**src/rtl/ula_op_sequencer.sv**
```systemverilog
// Purpose: control sequencer ahead of the ALU-ops block. It owns the data-stack depth and TOS pointer,
//          fetches operands, drives SEL_ULA and writes the result back at the new top of stack.
// Latency: accept->OP_DONE is BIN 5, UN 3, PUSH 1 and error 1 cycle(s).
// Backpressure: OP_READY is high only in IDLE. The requester holds OP_VALID until accepted.
//
// Ports:
//   clk, rst_n                   clock and asynchronous active-low reset
//   OP_VALID/OP_READY/OP_CODE/OP_DATA   request handshake and payload
//   OP_DONE/OP_ERR               completion pulse and under/overflow flag
//   STACK_ADDR/WE/WDATA/RDATA    data-stack RAM port; RDATA arrives 1 cycle after ADDR
//   OPND_DATA, CTRL_*, SEL_ULA   controls toward the ALU-ops block
//   TOS_OUT                      address of the top item (depth-1, so it wraps to all-ones when the stack is empty)
//   ULA_RESULT                   ALU-ops result fed back for write-back
module ula_op_sequencer #(
    parameter int DATA_WIDTH = 8,
    parameter int ADDR_WIDTH = 12
) (
    input  logic                  clk,
    input  logic                  rst_n,
    input  logic                  OP_VALID,
    output logic                  OP_READY,
    input  logic [3:0]            OP_CODE,
    input  logic [DATA_WIDTH-1:0] OP_DATA,
    output logic                  OP_DONE,
    output logic                  OP_ERR,
    output logic [ADDR_WIDTH-1:0] STACK_ADDR,
    output logic                  STACK_WE,
    output logic [DATA_WIDTH-1:0] STACK_WDATA,
    input  logic [DATA_WIDTH-1:0] STACK_RDATA,
    output logic [DATA_WIDTH-1:0] OPND_DATA,
    output logic                  CTRL_REG_OP1,
    output logic                  CTRL_REG_OP2,
    output logic                  CTRL_REG_OVERFLOW,
    output logic                  CTRL_STACK_COMP,
    output logic [3:0]            SEL_ULA,
    output logic [ADDR_WIDTH-1:0] TOS_OUT,
    input  logic [DATA_WIDTH-1:0] ULA_RESULT
);

    typedef enum logic [2:0] {
        S_IDLE, S_RD1, S_LD1, S_RD2, S_LD2, S_EXEC, S_PUSH, S_ERR
    } state_t;

    localparam logic [ADDR_WIDTH:0] CAPACITY = {1'b1, {ADDR_WIDTH{1'b0}}};

    state_t                state, state_nxt;
    logic [ADDR_WIDTH:0]   depth, depth_nxt;
    logic [ADDR_WIDTH-1:0] depth_lo;
    logic [3:0]            code_q;
    logic [DATA_WIDTH-1:0] data_q;
    logic                  req_push, req_un, req_fail;

    assign depth_lo = depth[ADDR_WIDTH-1:0];
    assign TOS_OUT  = depth_lo - ADDR_WIDTH'(1);
    assign OPND_DATA = STACK_RDATA;
    assign OP_READY  = (state == S_IDLE);

    // Stack legality is judged on the incoming opcode, before anything is latched.
    assign req_push = (OP_CODE == 4'hF);
    assign req_un   = (OP_CODE == 4'h8);
    always_comb begin
        if (req_push)
            req_fail = (depth == CAPACITY);
        else if (req_un)
            req_fail = (depth == '0);
        else
            req_fail = (depth < (ADDR_WIDTH+1)'(2));
    end

    always_ff @(posedge clk or negedge rst_n) begin
        if (!rst_n) begin
            state  <= S_IDLE;
            depth  <= '0;
            code_q <= '0;
            data_q <= '0;
        end else begin
            state <= state_nxt;
            depth <= depth_nxt;
            if (OP_VALID && OP_READY) begin
                code_q <= OP_CODE;
                data_q <= OP_DATA;
            end
        end
    end

    always_comb begin
        state_nxt = state;
        depth_nxt = depth;
        case (state)
            S_IDLE: begin
                if (OP_VALID) begin
                    if (req_fail)      state_nxt = S_ERR;
                    else if (req_push) state_nxt = S_PUSH;
                    else               state_nxt = S_RD1;
                end
            end
            S_RD1: state_nxt = S_LD1;
            S_LD1: state_nxt = (code_q == 4'h8) ? S_EXEC : S_RD2;
            S_RD2: state_nxt = S_LD2;
            S_LD2: begin
                // Two operands consumed and one result produced: the stack shrinks by one.
                state_nxt = S_EXEC;
                depth_nxt = depth - (ADDR_WIDTH+1)'(1);
            end
            S_EXEC: state_nxt = S_IDLE;
            S_PUSH: begin
                state_nxt = S_IDLE;
                depth_nxt = depth + (ADDR_WIDTH+1)'(1);
            end
            S_ERR:   state_nxt = S_IDLE;
            default: state_nxt = S_IDLE;
        endcase
    end

    always_comb begin
        OP_DONE           = 1'b0;
        OP_ERR            = 1'b0;
        STACK_ADDR        = '0;
        STACK_WE          = 1'b0;
        STACK_WDATA       = '0;
        CTRL_REG_OP1      = 1'b0;
        CTRL_REG_OP2      = 1'b0;
        CTRL_REG_OVERFLOW = 1'b0;
        CTRL_STACK_COMP   = 1'b0;
        SEL_ULA           = '0;
        case (state)
            S_RD1: begin
                STACK_ADDR = TOS_OUT;
                SEL_ULA    = code_q;
            end
            S_LD1: begin
                STACK_ADDR   = TOS_OUT;
                CTRL_REG_OP1 = 1'b1;
                SEL_ULA      = code_q;
            end
            S_RD2: begin
                STACK_ADDR = depth_lo - ADDR_WIDTH'(2);
                SEL_ULA    = code_q;
            end
            S_LD2: begin
                STACK_ADDR   = depth_lo - ADDR_WIDTH'(2);
                CTRL_REG_OP2 = 1'b1;
                SEL_ULA      = code_q;
            end
            S_EXEC: begin
                // The depth has already been updated, so TOS_OUT is the destination slot.
                OP_DONE    = 1'b1;
                STACK_ADDR = TOS_OUT;
                SEL_ULA    = code_q;
                if (code_q <= 4'h8) begin
                    STACK_WE          = 1'b1;
                    STACK_WDATA       = ULA_RESULT;
                    CTRL_REG_OVERFLOW = (code_q <= 4'h4);
                end else begin
                    // Compares only update the compare stack. The data slot keeps the old value.
                    CTRL_STACK_COMP = 1'b1;
                end
            end
            S_PUSH: begin
                OP_DONE     = 1'b1;
                STACK_ADDR  = depth_lo;
                STACK_WE    = 1'b1;
                STACK_WDATA = data_q;
            end
            S_ERR: begin
                OP_DONE = 1'b1;
                OP_ERR  = 1'b1;
            end
            default: ;
        endcase
    end

endmodule

```
**config.mk**
```make
export PLATFORM = sky130hd
export DESIGN_NAME = ula_op_sequencer
export DESIGN_NICKNAME = d
export VERILOG_FILES = /design/src/rtl/ula_op_sequencer.sv
export SDC_FILE = /design/constraint.sdc
export NUM_CORES = 1
export LEC_CHECK = 0
export CORE_AREA = 3 3 80 82
export CTS_CLUSTER_SIZE = 28
export DETAILED_ROUTE_END_ITERATION = 7
export DIE_AREA = 0 0 83 85
export PLACE_DENSITY = 0.86
export SYNTH_ARGS = -nofsm -noshare
export SYNTH_HDL_FRONTEND = slang
export SYNTH_SLANG_ARGS = --single-unit
export TNS_END_PERCENT = 50
```
**constraint.sdc**
```tcl
create_clock -name clk -period 5.05 [get_ports clk]
set_clock_uncertainty 0.2 [all_clocks]
set_input_delay 0.7575 -clock clk [delete_from_list [all_inputs] [get_ports clk]]
set_output_delay 0.7575 -clock clk [all_outputs]
set_load 0.1 [all_outputs]
```
==> qor.txt, run 1 <==
FF-to-FF path depth: 11
Share of layout cells above drive strength 1: 0.148
Yosys warnings: 0
Area contributors post-synth: dfrtp_1 (23%), ha_1 (9.8%), mux2_2 (5.1%), a21oi_1 (3.9%), nand2_1 (3.7%)
Post-Syn Nets: 440
Fin crit period: 4350 ps
Status: complete, no violations
Reg2Reg Setup Slack: 1470 ps
Detailed-route wire length: 8510 um
Resized Gates After CTS: 0
Via density: 6.21
Vias after detailed routing: 3106
Fmax: 230 MHz
CTS buffer count: 3
Grt ovf: 0
Wire length per cell: 17.0 um
Site row count: 28
RSZ-0062 raised after global routing: false
Final Hold Vio Count: 0
Initial antenna violation count: 0
Predominant post-synthesis flop cell: dfrtp_1
Clock buffer depth: 2
Distinct cell type count of the synthesized netlist: 59
Crit-path most repeated cell: buf_4
H-tree depth: 1
Initial Utilization: 0.528
Syn Area/Cell: 7.99 um2
Hold Path End: data_q[3]
Clock slew at reported path FFs: 100 ps
Top cell type's share of synthesized area: 0.228
Max-Cap Viols: 0
Sequential area share after synthesis: 0.228
Critical Path Slowest Stage Cell: dfrtp_1
I/O pin total: 83
Mapped Cells: 384
Post-synth EDFFs: 0
Post-Place Cells: 496
1st-iter DRT viols: 309
# hold bufs at CTS: 0
DIE AREA: 7060 um2
RR Endpoint: depth[10]
DR DRC count: 0
Final clock period utilization by the worst path: 0.862
FF+latch count, synth: 28
Type of the most critical hold path: flop to flop
Worst-path maximum fanout: 25
Rel. slew slack: 0.333
Setup Crit Path Kind: flop to output pin
ANT cells: 0
Critical Path Max Stage Delay: 920 ps
Layout filler cell count: 518
Crit end category: output pin
Total GRT Usage: 0.237
Slew @ Worst Pin: 997 ps
DP HPWL: 6390 um
Setup bufs post-CTS: 0
Placer Congestion: 0.913
Async SR Flop Fraction: 1.00
Number of global-route vias before repair: 3043
CTS tree: built
Die X: 83 um
Max Transition Viols Final: 0
Setup-failing EPs final: 0
Root Buffer: clkbuf_8
Clock latency on the worst-skew pair: 280 ps
Synthesized area: 3070 um2
CP required: 4090 ps
Non-filler instance count after layout: 500
Critical Path, Cell by Cell: inv_1 > nand3_1 > buf_4 > clkinv_1 > buf_4 > ha_1 > or3b_1 > a221oi_1 > o22ai_1 > buf_12
Hold depth: 1
Setup crit start kind: flop
Hold Path Origin: data_q[3]
Synth area leader: dfrtp_1
Core area: 5820 um2
Worst EP arrival: 3390 ps
First-pass GRT wire length: 14300 um
Final #Nets: 482
First-pass iteration count of the detailed router: 5
Final TNS setup: 0 ps
IO buf count: 66
Largest net degree at the start of global routing: 29
Antenna-violating nets left: 0
Layout area overhead: 22.1%
Die height: 85 um
Core Util, Final: 0.644
Clock sink total: 28
Launching point of the worst reg2reg path: state[0]
## cells by family (layout without fill, tap and decap cells)
family / Yosys count / after routing / share of synthesized area
AO/OA/AOI/OAI: 115 / 115 / 0.262
flip-flops: 28 / 28 / 0.228
adder cells (fa/ha/maj): 25 / 25 / 0.104
multiplexers: 15 / 15 / 0.0546
XOR/XNOR: 16 / 16 / 0.0457
AND/OR/NAND/NOR: 133 / 133 / 0.228
buffers and inverters: 52 / 93 / 0.0775
## worst max-delay path, delay by kind of cell (launching register included)
family,cells,cell delay [ps]
compound gates,2,540
fa+ha+maj,1,230
buf+inv,5,900
flops,1,920
simple gates,2,510
## routing by layer
layer,GRT usage,vias up,part of all wire
li1,-,1483,-
met3,0.0243,29,0.052
met2,0.422,114,0.52
met5,0,-,0
met1,0.305,1480,0.41
met4,0.0713,0,0.022
## layout by cell type (no fill, tap or decap), types with 6 or more instances in the layout
master | Yosys | final
inv_1 | 16 | 16
dfrtp_1 | 28 | 28
a21o_1 | 6 | 6
nor2b_1 | 8 | 8
nor3_1 | 15 | 15
o22ai_1 | 7 | 7
nand3_1 | 11 | 11
o21ai_0 | 20 | 19
nor4_1 | 7 | 7
o31ai_1 | 8 | 8
a21oi_1 | 24 | 24
xor2_1 | 9 | 9
clkdlybuf4s50_1 | 0 | 39
a22o_1 | 9 | 9
ha_1 | 24 | 24
buf_4 | 9 | 30
o211ai_1 | 6 | 6
mux2_2 | 14 | 14
nor2_1 | 23 | 23
nand2b_1 | 7 | 7
nand2_1 | 30 | 30
o21a_1 | 7 | 7
xnor2_1 | 7 | 6
## synth_stat cells (8+ instances only)
| cell type | instances |
|---|---|
| dfrtp_1 | 28 |
| mux2_2 | 14 |
| a21oi_1 | 24 |
| nand3_1 | 11 |
| buf_4 | 9 |
| o31ai_1 | 8 |
| nor2b_1 | 8 |
| xor2_1 | 9 |
| ha_1 | 24 |
| nor3_1 | 15 |
| inv_1 | 16 |
| clkbuf_1 | 21 |
| nor2_1 | 23 |
| a22o_1 | 9 |
| o21ai_0 | 20 |
| nand2_1 | 30 |
## layout make-up
type | count | area, um2 | area share
Clock buffer | 3 | 41.3 | 0.0110
Inverter | 17 | 63.8 | 0.0170
Sequential cell | 28 | 701 | 0.187
Multi-Input combinational cell | 304 | 2140 | 0.572
Timing Repair Buffer | 72 | 676 | 0.180
Tap cell | 75 | 93.8 | 0.0250
Clock inverter | 1 | 30.0 | 0.00801
## state kept, by name, indices dropped and copies added (netlist names)
register / flops
depth: 13
code_q: 4
data_q: 8
state: 3
## worst max-delay path by stage
stage,from,to,depth (start not counted)
2_1_floorplan,depth[6],STACK_ADDR[11],7
3_3_place_gp,state[0],STACK_ADDR[8],10
3_5_place_dp,state[0],STACK_ADDR[8],10
4_1_cts,state[0],STACK_ADDR[8],10
5_1_grt,state[0],STACK_ADDR[8],10
6_report,state[0],STACK_ADDR[8],10
## per-stage QoR
step,setup slack (ps),area (um2),hold slack (ps)
finish,698,3750,319
global route,591,3750,340
CTS,773,3750,323
detailed placement,1110,3680,299
global placement,1280,3680,297
floorplan,-91.0,3080,262
Power of run 1 is left out: the tool's default activity adds up to more than one toggle a clock period on the data nets, which glitch-free logic cannot reach.
==> run 2: changes to the inputs <==
--- a/config.mk
+++ b/config.mk
@@ -10,4 +10,5 @@
 export DETAILED_ROUTE_END_ITERATION = 7
 export DIE_AREA = 0 0 83 85
+export GPL_TIMING_DRIVEN = 0
 export PLACE_DENSITY = 0.86
 export SYNTH_ARGS = -nofsm -noshare
--- a/constraint.sdc
+++ b/constraint.sdc
@@ -3,3 +3,3 @@
 set_input_delay 0.7575 -clock clk [delete_from_list [all_inputs] [get_ports clk]]
 set_output_delay 0.7575 -clock clk [all_outputs]
-set_load 0.1 [all_outputs]
+set_load 0.005 [all_outputs]
==> qor.txt, run 2 (same netlist as run 1, synthesis figures left out) <==
Launching point of the worst reg2reg path: state[2]
Clock sink total: 28
Power Density: 689 nW/um2
Rel. slew slack: 0.389
Internal cell power: 1.44 mW
Max reg flops: 13
Via density: 6.14
Sw Share: 0.474
Layout filler cell count: 503
CTS tree: built
Pre-CTS setup slack: 108 ps
Type of the most critical hold path: input port to async pin
Clock buffer depth: 2
Wire length per cell: 17.2 um
Post-route worst setup slack: 397 ps
CP required: 4090 ps
IO buf count: 74
Setup-failing EPs final: 0
Largest net degree at the start of global routing: 29
Share of layout cells above drive strength 1: 0.0909
ANT cells: 0
Worst-path maximum fanout: 21
Worst EP arrival: 3700 ps
DP HPWL: 7100 um
FF+latch area: 701 um2
Root Buffer: clkbuf_8
Clock latency on the worst-skew pair: 280 ps
Site row count: 28
Fin crit period: 4650 ps
Biggest regs: depth (13), data_q (8), code_q (4)
Vias after detailed routing: 3297
Core area: 5820 um2
Grt ovf: 0
Most frequent cells in the layout: clkdlybuf4s50_1 (73), nand2_1 (30), dfrtp_1 (28)
Crit end category: output pin
Antenna-violating nets left: 0
Setup crit start kind: flop
Setup bufs post-CTS: 0
Final TNS setup: 0 ps
Total GRT Usage: 0.252
P_leak: 1.64 nW
Detailed-route wire length: 9220 um
First-pass GRT wire length: 15000 um
Fmax: 215 MHz
Final #Nets: 519
DR DRC count: 0
RSZ-0062 raised after global routing: false
Core Util, Final: 0.684
Clock network power share: 0.067
Number of global-route vias before repair: 3141
H-tree depth: 1
Max-Cap Viols: 0
Slew @ Worst Pin: 907 ps
Setup Crit Path Kind: flop to output pin
Status: complete, no violations
Area of the multi-input gates: 2130 um2
Seq pwr share: 0.174
Placer Congestion: 0.938
RR Endpoint: depth[10]
Power share of the combinational group: 0.759
Clock slew at reported path FFs: 110 ps
Die X: 83 um
FF-to-FF path depth: 10
First-pass iteration count of the detailed router: 6
Reg2Reg Setup Slack: 1550 ps
Final Hold Vio Count: 0
Worst vdd ir: 0.391 mV
Die height: 85 um
CP Launch Point: state[2]
1st-iter DRT viols: 488
Initial antenna violation count: 0
CTS buffer count: 3
Max Transition Viols Final: 0
Net Switching: 1.30 mW
DIE AREA: 7060 um2
I/O pin total: 83
Initial Utilization: 0.528
Most flops, register: depth
Final clock period utilization by the worst path: 0.921
Layout area overhead: 29.6%
Commonest non-fill, non-tap cell in the layout: clkdlybuf4s50_1
==> run 2: per-layer routing <==
layer	routed length [um]	global-route usage	vias up
met5	0	0	-
met2	4540	0.438	142
li1	-	-	1562
met4	206	0.0832	0
met1	3970	0.335	1568
met3	505	0.0184	25
==> run 2: stage by stage <==
step | std cells | hold WS [ps] | cell area, um2 | power (mW)
floorplan | 384 | 262 | 3070 | 1.74
detailed placement | 533 | 301 | 3900 | 2.51
global placement | 533 | 296 | 3900 | 2.44
finish | 537 | 277 | 3980 | 2.74
global route | 537 | 325 | 3980 | 2.95
CTS | 537 | 326 | 3980 | 2.71
==> run 2: worst max-delay path: stages (launching register included) <==
cell and delay, ps:
dfrtp_1 370, clkbuf_1 200, clkbuf_1 290, nand3_2 350, clkinv_2 380, ha_1 340, nand2b_1 140, or4_1 450
a31oi_1 170, nor3_1 70, o22a_1 190, clkdlybuf4s50_1 460
==> run 2: worst max path at each step <==
stage	endpoint	slack, ps	cells past startpoint
floorplan	STACK_ADDR[11]	1290	10
global route	STACK_ADDR[11]	180	11
finish	STACK_ADDR[11]	400	11
global placement	STACK_ADDR[11]	140	11
CTS	STACK_ADDR[11]	120	11
detailed placement	STACK_ADDR[11]	110	11
==> run 2: repair_timing <==
action / 4_1_cts / 5_1_grt
resized for setup: 1 / 1
hold buffers: 0 / 0
pin swaps: 0 / 0
cloned: 0 / 0
endpoints found under the setup margin: 2 / 1
endpoints found under the hold margin: 0 / 0
==> run 2: layout make-up <==
cell class              count  share of cell area
repair buffers             74               0.185
plain buffers              35              0.0438
multi-input cells         304               0.537
well taps                  75              0.0236
flip-flops and latches     28               0.176
clock buffers               3              0.0104
inverters                  17              0.0164
clock inverters             1             0.00755
==> run 2: power groups by stage <==
stage	clock [mW]	sequential (mW)	combinational, mW
3_3_place_gp	0	0.468	1.97
3_5_place_dp	0	0.475	2.04
2_1_floorplan	0	0.430	1.31
5_1_grt	0.192	0.491	2.27
4_1_cts	0.186	0.471	2.05
6_report	0.183	0.477	2.08
No activity file was read; power rests on OpenSTA's default activity.
==> run 3: changes to the inputs <==
CORE_AREA = 3 3 95 70   (was 3 3 80 82)
DIE_AREA = 0 0 98 73   (was 0 0 83 85)
PLACE_DENSITY = 0.85   (was 0.86)
SKIP_LAST_GASP = 1   (was not set)
==> qor.txt, run 3 (same netlist as run 1, synthesis figures left out) <==
CP required: 4090 ps
Max-Cap Viols: 0
Max reg flops: 13
Slew @ Worst Pin: 898 ps
Worst vdd ir: 0.364 mV
Site row count: 23
Final TNS setup: 0 ps
Core area: 5730 um2
Setup-failing EPs final: 0
Layout filler cell count: 491
Initial Utilization: 0.536
Commonest non-fill, non-tap cell in the layout: clkdlybuf4s50_1
Most flops, register: depth
Setup bufs post-CTS: 0
Setup Crit Path Kind: flop to output pin
Status: complete, no violations
First-pass iteration count of the detailed router: 8
Setup crit start kind: flop
Max Transition Viols Final: 0
Fmax: 212 MHz
CP Launch Point: state[2]
Detailed-route wire length: 9470 um
Die height: 73 um
Layout area overhead: 29.6%
Final #Nets: 519
Clock slew at reported path FFs: 110 ps
Wire length per cell: 17.6 um
H-tree depth: 1
Clock buffer depth: 2
Share of layout cells above drive strength 1: 0.0909
Biggest regs: depth (13), data_q (8), code_q (4)
Die X: 98 um
Most frequent cells in the layout: clkdlybuf4s50_1 (73), nand2_1 (30), dfrtp_1 (28)
Crit end category: output pin
IO buf count: 74
Antenna-violating nets left: 0
Power Density: 690 nW/um2
Clock sink total: 28
Initial antenna violation count: 0
RSZ-0062 raised after global routing: false
Final clock period utilization by the worst path: 0.934
First-pass GRT wire length: 15400 um
Worst-path maximum fanout: 21
Placer Congestion: 0.973
1st-iter DRT viols: 297
Clock latency on the worst-skew pair: 290 ps
Number of global-route vias before repair: 3041
Vias after detailed routing: 3324
Largest net degree at the start of global routing: 29
Type of the most critical hold path: input port to async pin
CTS tree: built
Grt ovf: 0
DR DRC count: 0
CTS buffer count: 3
Fin crit period: 4720 ps
Root Buffer: clkbuf_8
Final Hold Vio Count: 0
DIE AREA: 7150 um2
Total GRT Usage: 0.261
Area of the multi-input gates: 2130 um2
ANT cells: 0
Tot Pwr: 2.74 mW
FF+latch area: 701 um2
Via density: 6.19
P_leak: 1.64 nW
Rel. slew slack: 0.396
DP HPWL: 7270 um
I/O pin total: 83
Launching point of the worst reg2reg path: state[2]
Worst EP arrival: 3760 ps
-- run 3: cell counts in the layout (fill, tap and decap cells not counted) --
Identical to the previous run, type by type.
-- run 3: area by class of cell --
class | instances | area share
Sequential cell | 28 | 0.176
Inverter | 17 | 0.0164
Clock buffer | 3 | 0.0104
Clock inverter | 1 | 0.00755
Timing Repair Buffer | 74 | 0.185
Buffer | 35 | 0.0438
Multi-Input combinational cell | 304 | 0.537
Tap cell | 75 | 0.0236
-- run 3: through the flow --
stage                     hold slack (ps)  area, um2  setup WS, ps   util  instances
after detailed placement              297       3900          36.4  0.681        533
after CTS                             323       3980          69.7  0.694        537
after floorplan                       262       3070          1290      -        384
after global routing                  339       3980          97.7  0.694        537
after global placement                292       3900          86.9  0.681        533
final                                 282       3980           334  0.694        537
-- run 3: final timing paths --
path | to | slack, ps | cells past startpoint
worst max-delay path | STACK_ADDR[11] | 330 | 11
worst min-delay path | code_q[1] | 280 | 1
worst max register to register | depth[10] | 1460 | 10
worst min register to register | data_q[1] | 320 | 1
max in group asynchronous | depth[5] | 3930 | 1
min in group clk | data_q[1] | 320 | 1
-- run 3: critical path, cell delays in order, from the launching register on --
cell and delay [ps]:
dfrtp_1 370, clkbuf_1 220, clkbuf_1 300, nand3_2 340
clkinv_2 390, ha_1 340, nand2b_1 150, or4_1 470
a31oi_1 160, nor3_1 70, o22a_1 200, clkdlybuf4s50_1 450
-- run 3: repair_timing --
item	in CTS	in global routing
hold endpoints to repair	0	0
endpoints found under the setup margin	2	2
cloned	0	0
hold buffers	0	0
resized for setup	1	1
-- run 3: routing by layer --
layer  part of all wire  wire [um]  vias up  global-route usage
met5                  0          0        -                   0
met4              0.014        133        0              0.0492
li1                   -          -     1561                   -
met3              0.084        794       21              0.0363
met2               0.46       4340      154               0.420
met1               0.44       4200     1588               0.378
-- run 3: power by group --
group / internal, mW / switching, mW / total, mW / leakage (nW)
Sequential: 0.336 / 0.142 / 0.479 / 0.338
Combinational: 0.998 / 1.08 / 2.07 / 1.27
Clock: 0.106 / 0.0834 / 0.190 / 0.0357
Total: 1.44 / 1.30 / 2.74 / 1.64
